## config.mk

```make
export PLATFORM = sky130hd
export DESIGN_NAME = issue_stage_flat
export DESIGN_NICKNAME = d
export VERILOG_FILES = /design/src/rtl/issue_stage_pkg.sv /design/src/rtl/issue_stage_if.sv /design/src/rtl/issue_stage.sv /design/src/flat_wrapper.sv
export SDC_FILE = /design/constraint.sdc
export NUM_CORES = 1
export LEC_CHECK = 0
export ABC_AREA = 1
export BUFFER_PORTS_ARGS = -buffer_cell sky130_fd_sc_hd__buf_4
export CORE_AREA = 2 2 132 134
export CTS_BUF_LIST = sky130_fd_sc_hd__clkbuf_4 sky130_fd_sc_hd__clkbuf_8
export CTS_CLUSTER_DIAMETER = 40
export DETAILED_ROUTE_END_ITERATION = 8
export DIE_AREA = 0 0 134 136
export PLACE_DENSITY = 0.78
export SLEW_MARGIN = 20
export SYNTH_ARGS = -nofsm -noshare
export SYNTH_HDL_FRONTEND = slang
export SYNTH_SLANG_ARGS = --single-unit
```

## constraint.sdc

```tcl
create_clock -name clk -period 4.93 [get_ports clk]
set_input_delay 0.7395 -clock clk [delete_from_list [all_inputs] [get_ports clk]]
set_output_delay 0.7395 -clock clk [all_outputs]
set_load 0.05 [all_outputs]
```

## src/rtl/issue_stage_pkg.sv

```systemverilog
// Shared core definitions for decode, issue and execute.
// Latency: n/a (constants, types and helpers only).
// Backpressure: n/a.
package issue_stage_pkg;

  // Width of the opaque operation code carried from decode to execute.
  localparam int CORE_OP_W = 6;

  // Issue register occupancy encoding.
  localparam logic [0:0] ST_EMPTY = 1'b0;
  localparam logic [0:0] ST_FULL  = 1'b1;

  localparam int              STALL_W   = 16;
  localparam logic [STALL_W-1:0] STALL_MAX = '1;

  typedef logic [4:0] reg_idx_t;

  // x0 is hardwired, so it is never a real producer or consumer.
  function automatic logic reg_live(input logic vld, input reg_idx_t idx);
    return vld && (idx != 5'd0);
  endfunction

endpackage

```

## src/rtl/issue_stage_if.sv

```systemverilog
// Decode-to-issue and issue-to-execute handshake plus payload bundle.
// Latency: n/a (wiring only).
// Backpressure: valid/ready on both sides; master drives decode side, slave is the issue stage.
interface issue_stage_if
  import issue_stage_pkg::*;
#(
  parameter int OP_W = CORE_OP_W
);
  // decode side
  logic            id_valid_i;
  logic            id_ready_o;
  logic [OP_W-1:0] id_op_i;
  logic [31:0]     id_pc_i;
  logic [31:0]     id_imm_i;
  reg_idx_t        id_rs1_i;
  reg_idx_t        id_rs2_i;
  reg_idx_t        id_rd_i;
  logic            id_rs1v_i;
  logic            id_rs2v_i;
  logic            id_rdv_i;
  // execute side
  logic            ex_valid_o;
  logic            ex_ready_i;
  logic [OP_W-1:0] ex_op_o;
  logic [31:0]     ex_pc_o;
  logic [31:0]     ex_imm_o;
  logic [31:0]     ex_opr0_o;
  logic [31:0]     ex_opr1_o;
  reg_idx_t        ex_rd_o;
  logic            ex_rdv_o;

  modport master (
    output id_valid_i, id_op_i, id_pc_i, id_imm_i,
           id_rs1_i, id_rs2_i, id_rd_i, id_rs1v_i, id_rs2v_i, id_rdv_i,
           ex_ready_i,
    input  id_ready_o, ex_valid_o, ex_op_o, ex_pc_o, ex_imm_o,
           ex_opr0_o, ex_opr1_o, ex_rd_o, ex_rdv_o
  );

  modport slave (
    input  id_valid_i, id_op_i, id_pc_i, id_imm_i,
           id_rs1_i, id_rs2_i, id_rd_i, id_rs1v_i, id_rs2v_i, id_rdv_i,
           ex_ready_i,
    output id_ready_o, ex_valid_o, ex_op_o, ex_pc_o, ex_imm_o,
           ex_opr0_o, ex_opr1_o, ex_rd_o, ex_rdv_o
  );

endinterface

```

## src/rtl/issue_stage.sv

```systemverilog
// Single-entry issue register between decode and execute with RAW/WAW interlocks and reservation requests.
// Latency: 1 cycle from decode acceptance to ex_valid_o.
// Backpressure: holds while execute is not ready or a writeback to the held rd is in flight; refuses decode on hazards or flush.
module issue_stage
  import issue_stage_pkg::*;
#(
  parameter int OP_W = CORE_OP_W
) (
  input  logic                clk,
  input  logic                rst,
  input  logic                flush_i,
  issue_stage_if.slave        bus,
  output reg_idx_t            r0_o,
  output reg_idx_t            r1_o,
  output logic                r0v_o,
  output logic                r1v_o,
  input  logic [31:0]         r_opr0_i,
  input  logic [31:0]         r_opr1_i,
  input  logic                reserved_flg_i,
  output reg_idx_t            rd_o,
  output logic                reserve_flg_o,
  input  logic                wb_i,
  input  reg_idx_t            wb_r_i,
  output logic [STALL_W-1:0]  stall_cnt_o
);

  logic [0:0]         r_state;
  logic [OP_W-1:0]    r_op;
  logic [31:0]        r_pc;
  logic [31:0]        r_imm;
  logic [31:0]        r_opr0;
  logic [31:0]        r_opr1;
  reg_idx_t           r_rd;
  logic               r_rdv;
  logic [STALL_W-1:0] r_stall_cnt;

  logic w_full;
  logic w_rd_live;
  logic w_local_haz;
  logic w_waw_block;
  logic w_handoff;
  logic w_id_ready;
  logic w_accept;
  logic w_stall;

  assign w_full    = (r_state == ST_FULL);
  assign w_rd_live = reg_live(r_rdv, r_rd);

  // Younger instruction reads the register the held one is about to write.
  assign w_local_haz = w_full && w_rd_live &&
                       ((bus.id_rs1v_i && bus.id_rs1_i == r_rd) ||
                        (bus.id_rs2v_i && bus.id_rs2_i == r_rd));

  // A writeback retiring the same rd this cycle would clear a reservation we are about to set.
  assign w_waw_block = wb_i && (wb_r_i == r_rd) && w_rd_live;
  assign w_handoff   = w_full && bus.ex_ready_i && !w_waw_block;

  assign w_id_ready = !flush_i && !reserved_flg_i && !w_local_haz &&
                      (!w_full || w_handoff);
  assign w_accept   = bus.id_valid_i && w_id_ready;
  assign w_stall    = bus.id_valid_i && !flush_i && (reserved_flg_i || w_local_haz);

  assign bus.id_ready_o = w_id_ready;
  assign bus.ex_valid_o = w_full;
  assign bus.ex_op_o    = r_op;
  assign bus.ex_pc_o    = r_pc;
  assign bus.ex_imm_o   = r_imm;
  assign bus.ex_opr0_o  = r_opr0;
  assign bus.ex_opr1_o  = r_opr1;
  assign bus.ex_rd_o    = r_rd;
  assign bus.ex_rdv_o   = r_rdv;

  assign r0_o  = bus.id_rs1_i;
  assign r1_o  = bus.id_rs2_i;
  assign r0v_o = bus.id_rs1v_i;
  assign r1v_o = bus.id_rs2v_i;

  // A flushed instruction never reserves its destination.
  assign rd_o          = r_rd;
  assign reserve_flg_o = w_handoff && w_rd_live && !flush_i;

  assign stall_cnt_o = r_stall_cnt;

  // Occupancy: flush wins, acceptance refills, handoff alone drains.
  always_ff @(posedge clk or negedge rst) begin
    if (!rst) begin
      r_state <= ST_EMPTY;
    end else if (flush_i) begin
      r_state <= ST_EMPTY;
    end else if (w_accept) begin
      r_state <= ST_FULL;
    end else if (w_handoff) begin
      r_state <= ST_EMPTY;
    end
  end

  // Issue bundle captured only on acceptance so it holds steady under backpressure.
  always_ff @(posedge clk or negedge rst) begin
    if (!rst) begin
      r_op   <= '0;
      r_pc   <= '0;
      r_imm  <= '0;
      r_opr0 <= '0;
      r_opr1 <= '0;
      r_rd   <= '0;
      r_rdv  <= 1'b0;
    end else if (w_accept) begin
      r_op   <= bus.id_op_i;
      r_pc   <= bus.id_pc_i;
      r_imm  <= bus.id_imm_i;
      r_opr0 <= r_opr0_i;
      r_opr1 <= r_opr1_i;
      r_rd   <= bus.id_rd_i;
      r_rdv  <= bus.id_rdv_i;
    end
  end

  // Saturating count of cycles a valid decode slot was held back by a hazard.
  always_ff @(posedge clk or negedge rst) begin
    if (!rst) begin
      r_stall_cnt <= '0;
    end else if (w_stall && r_stall_cnt != STALL_MAX) begin
      r_stall_cnt <= r_stall_cnt + 1'b1;
    end
  end

endmodule

```

## src/flat_wrapper.sv

```systemverilog
// flat-port wrapper written by rule: the top's interface ports become plain ports
module issue_stage_flat import issue_stage_pkg::*;
#(
  parameter int OP_W = CORE_OP_W
)
  (clk, rst, flush_i, r0_o, r1_o, r0v_o, r1v_o, r_opr0_i, r_opr1_i, reserved_flg_i, rd_o, reserve_flg_o, wb_i, wb_r_i, stall_cnt_o, bus_id_valid_i, bus_id_op_i, bus_id_pc_i, bus_id_imm_i, bus_id_rs1_i, bus_id_rs2_i, bus_id_rd_i, bus_id_rs1v_i, bus_id_rs2v_i, bus_id_rdv_i, bus_ex_ready_i, bus_id_ready_o, bus_ex_valid_o, bus_ex_op_o, bus_ex_pc_o, bus_ex_imm_o, bus_ex_opr0_o, bus_ex_opr1_o, bus_ex_rd_o, bus_ex_rdv_o);
  issue_stage_if #(.OP_W(OP_W)) bus_i ();
  input  logic clk;
  input  logic rst;
  input  logic flush_i;
  output reg_idx_t r0_o;
  output reg_idx_t r1_o;
  output logic r0v_o;
  output logic r1v_o;
  input  logic [31:0] r_opr0_i;
  input  logic [31:0] r_opr1_i;
  input  logic reserved_flg_i;
  output reg_idx_t rd_o;
  output logic reserve_flg_o;
  input  logic wb_i;
  input  reg_idx_t wb_r_i;
  output logic [STALL_W-1:0] stall_cnt_o;
  input wire logic [$bits(bus_i.id_valid_i)-1:0] bus_id_valid_i;
  input wire logic [$bits(bus_i.id_op_i)-1:0] bus_id_op_i;
  input wire logic [$bits(bus_i.id_pc_i)-1:0] bus_id_pc_i;
  input wire logic [$bits(bus_i.id_imm_i)-1:0] bus_id_imm_i;
  input wire logic [$bits(bus_i.id_rs1_i)-1:0] bus_id_rs1_i;
  input wire logic [$bits(bus_i.id_rs2_i)-1:0] bus_id_rs2_i;
  input wire logic [$bits(bus_i.id_rd_i)-1:0] bus_id_rd_i;
  input wire logic [$bits(bus_i.id_rs1v_i)-1:0] bus_id_rs1v_i;
  input wire logic [$bits(bus_i.id_rs2v_i)-1:0] bus_id_rs2v_i;
  input wire logic [$bits(bus_i.id_rdv_i)-1:0] bus_id_rdv_i;
  input wire logic [$bits(bus_i.ex_ready_i)-1:0] bus_ex_ready_i;
  output wire logic [$bits(bus_i.id_ready_o)-1:0] bus_id_ready_o;
  output wire logic [$bits(bus_i.ex_valid_o)-1:0] bus_ex_valid_o;
  output wire logic [$bits(bus_i.ex_op_o)-1:0] bus_ex_op_o;
  output wire logic [$bits(bus_i.ex_pc_o)-1:0] bus_ex_pc_o;
  output wire logic [$bits(bus_i.ex_imm_o)-1:0] bus_ex_imm_o;
  output wire logic [$bits(bus_i.ex_opr0_o)-1:0] bus_ex_opr0_o;
  output wire logic [$bits(bus_i.ex_opr1_o)-1:0] bus_ex_opr1_o;
  output wire logic [$bits(bus_i.ex_rd_o)-1:0] bus_ex_rd_o;
  output wire logic [$bits(bus_i.ex_rdv_o)-1:0] bus_ex_rdv_o;
  assign bus_i.id_valid_i = bus_id_valid_i;
  assign bus_i.id_op_i = bus_id_op_i;
  assign bus_i.id_pc_i = bus_id_pc_i;
  assign bus_i.id_imm_i = bus_id_imm_i;
  assign bus_i.id_rs1_i = bus_id_rs1_i;
  assign bus_i.id_rs2_i = bus_id_rs2_i;
  assign bus_i.id_rd_i = bus_id_rd_i;
  assign bus_i.id_rs1v_i = bus_id_rs1v_i;
  assign bus_i.id_rs2v_i = bus_id_rs2v_i;
  assign bus_i.id_rdv_i = bus_id_rdv_i;
  assign bus_i.ex_ready_i = bus_ex_ready_i;
  assign bus_id_ready_o = bus_i.id_ready_o;
  assign bus_ex_valid_o = bus_i.ex_valid_o;
  assign bus_ex_op_o = bus_i.ex_op_o;
  assign bus_ex_pc_o = bus_i.ex_pc_o;
  assign bus_ex_imm_o = bus_i.ex_imm_o;
  assign bus_ex_opr0_o = bus_i.ex_opr0_o;
  assign bus_ex_opr1_o = bus_i.ex_opr1_o;
  assign bus_ex_rd_o = bus_i.ex_rd_o;
  assign bus_ex_rdv_o = bus_i.ex_rdv_o;
  issue_stage #(.OP_W(OP_W)) u_core (.clk(clk), .rst(rst), .flush_i(flush_i), .bus(bus_i), .r0_o(r0_o), .r1_o(r1_o), .r0v_o(r0v_o), .r1v_o(r1v_o), .r_opr0_i(r_opr0_i), .r_opr1_i(r_opr1_i), .reserved_flg_i(reserved_flg_i), .rd_o(rd_o), .reserve_flg_o(reserve_flg_o), .wb_i(wb_i), .wb_r_i(wb_r_i), .stall_cnt_o(stall_cnt_o));
endmodule
```

Yosys cells after proc, flatten, opt, wreduce, memory -nomap -nowiden
Cells that the tools add are included.
{ "classes": {"addsub": 1, "eq_ne": 4, "mux": 3, "reduce_logical": 28} }
{ "ops": {"columns": ["cell", "n"], "rows": [
  ["$logic_and 1x1->1", 18],
  ["$add 16x1->16 const B", 1],
  ["$ne 16x16->1 const B", 1],
  ["$eq 5x5->1", 3],
  ["$logic_not 1->1", 5],
  ["$reduce_bool 5->1", 1],
  ["$logic_or 1x1->1", 3],
  ["$mux 1", 3],
  ["$reduce_bool 3->1", 1]
]} }
{ "word_totals": {"ff_bits": 157, "inputBits": 164, "output_inout_bits": 176, "elab_cells": 45} }

Longest topological paths before layout
{ "logic_depth": {"ltp_word": 10, "ltp_mapped": 14, "mapped_depth_nobuf": 12} }

Worst setup path after synthesis
OpenSTA, ideal clock, no wires.
{ "synth_path": {"path_type": "reg-to-output", "start": "register u_core.r_rd[4], in the netlist u_core.bus.ex_rd_o[4]", "end": "output bus_id_ready_o", "arrival_time_ps": 2316, "required_time_ps": 4191, "path_slack_ps": 1875, "stages_incl_launch_ff": 10, "path_buffers": 1, "path_cell_list": "dfrtp_1 > inv_1 > nand2_1 > a21oi_1 > nand3_1 > nand2_1 > a21oi_4 > clkbuf_1 > nand2_1 > nor2_1"} }
{ "synth_via": {"elab_chain_cells": 7, "word_cells_on_any_way": 18, "cone_classes": "eq/ne: 3; reduce/logical: 15"} }
{ "synth_rtl": {"columns": ["element", "line", "text"], "rows": [
  ["from (decl)", "issue_stage.sv:33", "reg_idx_t r_rd;"],
  ["from (signal assigned)", "issue_stage.sv:113", "r_rd <= bus.id_rd_i;"],
  ["$eq 5x5->1 (tied with other cells)", "issue_stage.sv:51", "((bus.id_rs1v_i && bus.id_rs1_i == r_rd) ||"],
  ["$logic_and 1x1->1 (on tied branches)", null, null],
  ["$logic_or 1x1->1 (tied with other cells)", "issue_stage.sv:51", null],
  ["$logic_and 1x1->1 / $logic_not 1->1 (equally long branches)", "issue_stage.sv:50, issue_stage.sv:56", null],
  ["$logic_not 1->1 / $logic_and 1x1->1 (equally long branches)", "issue_stage.sv:58, issue_stage.sv:56", null],
  ["$logic_and 1x1->1 / $logic_or 1x1->1 (equally long branches)", "issue_stage.sv:58, issue_stage.sv:59", null],
  ["$logic_and 1x1->1 (*)", "issue_stage.sv:58", "assign w_id_ready = !flush_i && !reserved_flg_i && !w_local_haz &&"],
  ["to (decl)", "flat_wrapper.sv:34", "output wire logic [$bits(bus_i.id_ready_o)-1:0] bus_id_ready_o;"]
]} }
Mark *: on every way between the ends. The rest lies on a longest branch, timed or not.

Worst setup path after layout
{ "layout_path": {"start": "register u_core.r_rd[2], in the netlist u_core.bus.ex_rd_o[2]", "end": "output bus_id_ready_o"} }
The elaborated chain is that of the path after synthesis.

==> out/qor.csv <==
metric,value,unit
status,"finished, final reports clean",
dpl hpwl,15290,um
initial antenna violation count,0,
postcts setup bufs,0,
Tmin final,3.354,ns
clock slew at reported path FFs,0.10,ns
clock root cell,clkbuf_8,
Arrival @ worst endpoint,2.61,ns
Routed Antenna Nets,0,
Flop pwr share,36.5,%
Netlist Area Pre-Place,7163,um^2
Power Density,459.3,nW/um^2
DRC viols,0,
Iter 0 DRT Violations,449,
Worst Setup End Kind,output port,
Post-Syn Area per Cell,8.447,um^2
Synth top area share,54.85,%
ratio of cells with drive above 1 in the final layout,33.91,%
Netlist cell types,23,
Hold Crit Class,input pin to asynchronous set/reset pin,
kind of start point of the critical path,register,
Die Y,136,um
"Hold-fix buffers, CTS",0,
hold_ws,0.3360,ns
Final Util,59.99,%
fill count,1498,
Worst Setup SP,u_core.bus.ex_rd_o[2]$_DFFE_PN0P_,
Mapped Nets,1013,
Worst R2R Start,u_core.bus.ex_rd_o[2]$_DFFE_PN0P_,
CP Max Fanout,84,
Max Freq,0.2982,GHz
max_cap viols,0,
Pleak,0.005587,uW
Worst Max-Slew Pin Slew,0.9301,ns
Int Pwr,2623,uW
leading area contributor after synthesis,dfrtp_1,
Setup CP Type,register to output port,
combinational power share,40.7,%
Post-Syn Instances,848,
Core ar.,16880,um^2
GR Overflow Total,0,
VDD IR max,0.2286,mV
# diodes,0,
sw frac,43.59,%
Area growth syn-to-layout,41.34,%
Slew headroom,37.99,%
maximum buffer depth of the clock tree,2,
Setup Skew,0.01669,ns
Final Slew Violations,0,
post-cts sizing count,0,
RSZ-0062 raised after global routing,no,
nets,1299,
Net Sw Power,2027,uW
Synth area leaders,"dfrtp_1, nand2_1, nand4_1, buf_2, buf_4",
Sinks on Clock Net,157,
Clock power frac,22.8,%
sequential area share after synthesis,54.85,%
largest net degree at the start of global routing,118,
cts bufs inserted,17,
port bufs,339,
number of warning messages in the yosys log,0,
CTS tree,built,
Routed Wire Length,22370,um
Die X-Extent,134,um
first-pass GRT wire length,34690,um
Pre-antenna DRT Iters,5,
placer congestion estimate,0.8978,
Tot Pwr,4650,uW
detail-routed net length per standard cell,16.31,um
Worst EP required,4.19,ns
H-tree levels,4,
Die ar.,18220,um^2
drt via density,5.101,
Final Cycle Share,68.03,%
"flops & latches, synth",157,
final setup fails,0,
# rows,48,
worst skew pair latency,0.46,ns
boundary pin count,340,
Initial Utilization,42.45,%
Fin Setup TNS,0,ns
via count,6999,
GRT Total Usage,23.96,%
vias in the first global route,6556,
Fin. Hold Viols,0,
==> power groups by stage <==
| stage | logic [uW] | registers (uW) | clock network (uW) |
|---|---|---|---|
| global route | 2000 | 1730 | 1140 |
| CTS | 1900 | 1700 | 1080 |
| detailed placement | 1910 | 1720 | 0 |
| global placement | 1880 | 1710 | 0 |
| floorplan | 391 | 2560 | 0 |
| finish | 1890 | 1700 | 1060 |
==> final cells by class <==
class / count / area, um^2 / share of cell area (%)
inverters: 27 / 101.3 / 1.001
flip-flops and latches: 157 / 3929 / 38.80
clock buffers: 21 / 282.8 / 2.793
repair buffers: 349 / 2636 / 26.04
well taps: 225 / 281.5 / 2.781
multi-input cells: 582 / 2738 / 27.04
clock inverters: 11 / 156.4 / 1.545
==> flip-flops by register name, indices dropped and copies added, names as in the netlist <==
| name | count |
|---|---|
| u_core.bus.ex_imm_o | 32 |
| u_core.bus.ex_pc_o | 32 |
| u_core.bus.ex_valid_o | 1 |
| u_core.bus.ex_opr1_o | 32 |
| u_core.stall_cnt_o | 16 |
| u_core.bus.ex_rdv_o | 1 |
| u_core.bus.ex_rd_o | 5 |
| u_core.bus.ex_opr0_o | 32 |
| u_core.bus.ex_op_o | 6 |
==> routing by layer <==
metal / vias to the layer above / wire [um] / global-route usage, %
li1: 3374 / - / -
met1: 3319 / 9235 / 31.88
met2: 272 / 11000 / 38.23
met3: 34 / 1698 / 6.413
met4: 0 / 437 / 7.801
met5: - / 0 / 0
==> synth_stat cells <==
cell      instances
nand2_1         362
dfrtp_1         157
nand4_1         157
clkbuf_1         32
buf_2            29
inv_1            24
nor2_1           21
buf_4            19
nand3_1          13
xor2_1            8
xnor2_1           7
nor3_1            4
inv_2             3
buf_1             2
nand2_2           2
a21boi_0          1
a21oi_1           1
a21oi_4           1
ha_1              1
nand3_2           1
nor3b_1           1
o21ai_0           1
o21ai_1           1
==> worst paths after layout <==
path,slack [ns],cells past startpoint,end
worst min-delay path,0.34,1,u_core.bus.ex_opr1_o[19]$_DFFE_PN0P_
worst max-delay path,1.58,10,bus_id_ready_o
min in group clk,0.48,2,u_core.bus.ex_op_o[4]$_DFFE_PN0P_
worst max register to register,1.94,11,u_core.bus.ex_opr0_o[30]$_DFFE_PN0P_
max in group asynchronous,3.43,2,u_core.bus.ex_opr0_o[0]$_DFFE_PN0P_
worst min register to register,0.48,2,u_core.bus.ex_op_o[4]$_DFFE_PN0P_
==> cell families after synthesis <==
| group | count (synthesis) | share of synthesized area, % |
|---|---|---|
| AND/OR/NAND/NOR | 561 | 35.39 |
| XOR/XNOR | 15 | 1.834 |
| buffers and inverters | 109 | 7.214 |
| adder cells (fa/ha/maj) | 1 | 0.1746 |
| AO/OA/AOI/OAI | 5 | 0.5414 |
| flip-flops | 157 | 54.85 |
==> worst max-delay path, cell delays in order, from the launching register on <==
cell and delay [ns]:
dfrtp_1 0.50, nor2_1 0.13, nand3_1 0.08, nand2_1 0.11, inv_1 0.05, nand3_1 0.07, nand2_1 0.09, nand2_4 0.68
nand2_1 0.11, nor2_1 0.12, buf_4 0.21
==> per-stage QoR <==
stage               cells  setup slack (ns)  cell area [um^2]
finish               1372             1.576             10120
global route         1372             1.325             10120
global placement     1340             1.752              9686
detailed placement   1340             1.743              9686
floorplan             848             1.875              7163
CTS                  1372             1.573             10120
==> layout by cell type (no fill, tap or decap), drive strengths merged <==
cell	count
a21boi	1
a21oi	2
buf	349
bufinv	3
clkbuf	21
clkinv	3
clkinvlp	3
dfrtp	157
ha	1
inv	29
nand2	364
nand3	14
nand4	157
nor2	21
nor3	4
nor3b	1
o21ai	2
xnor2	7
xor2	8
(Power assumes the default switching activity.)
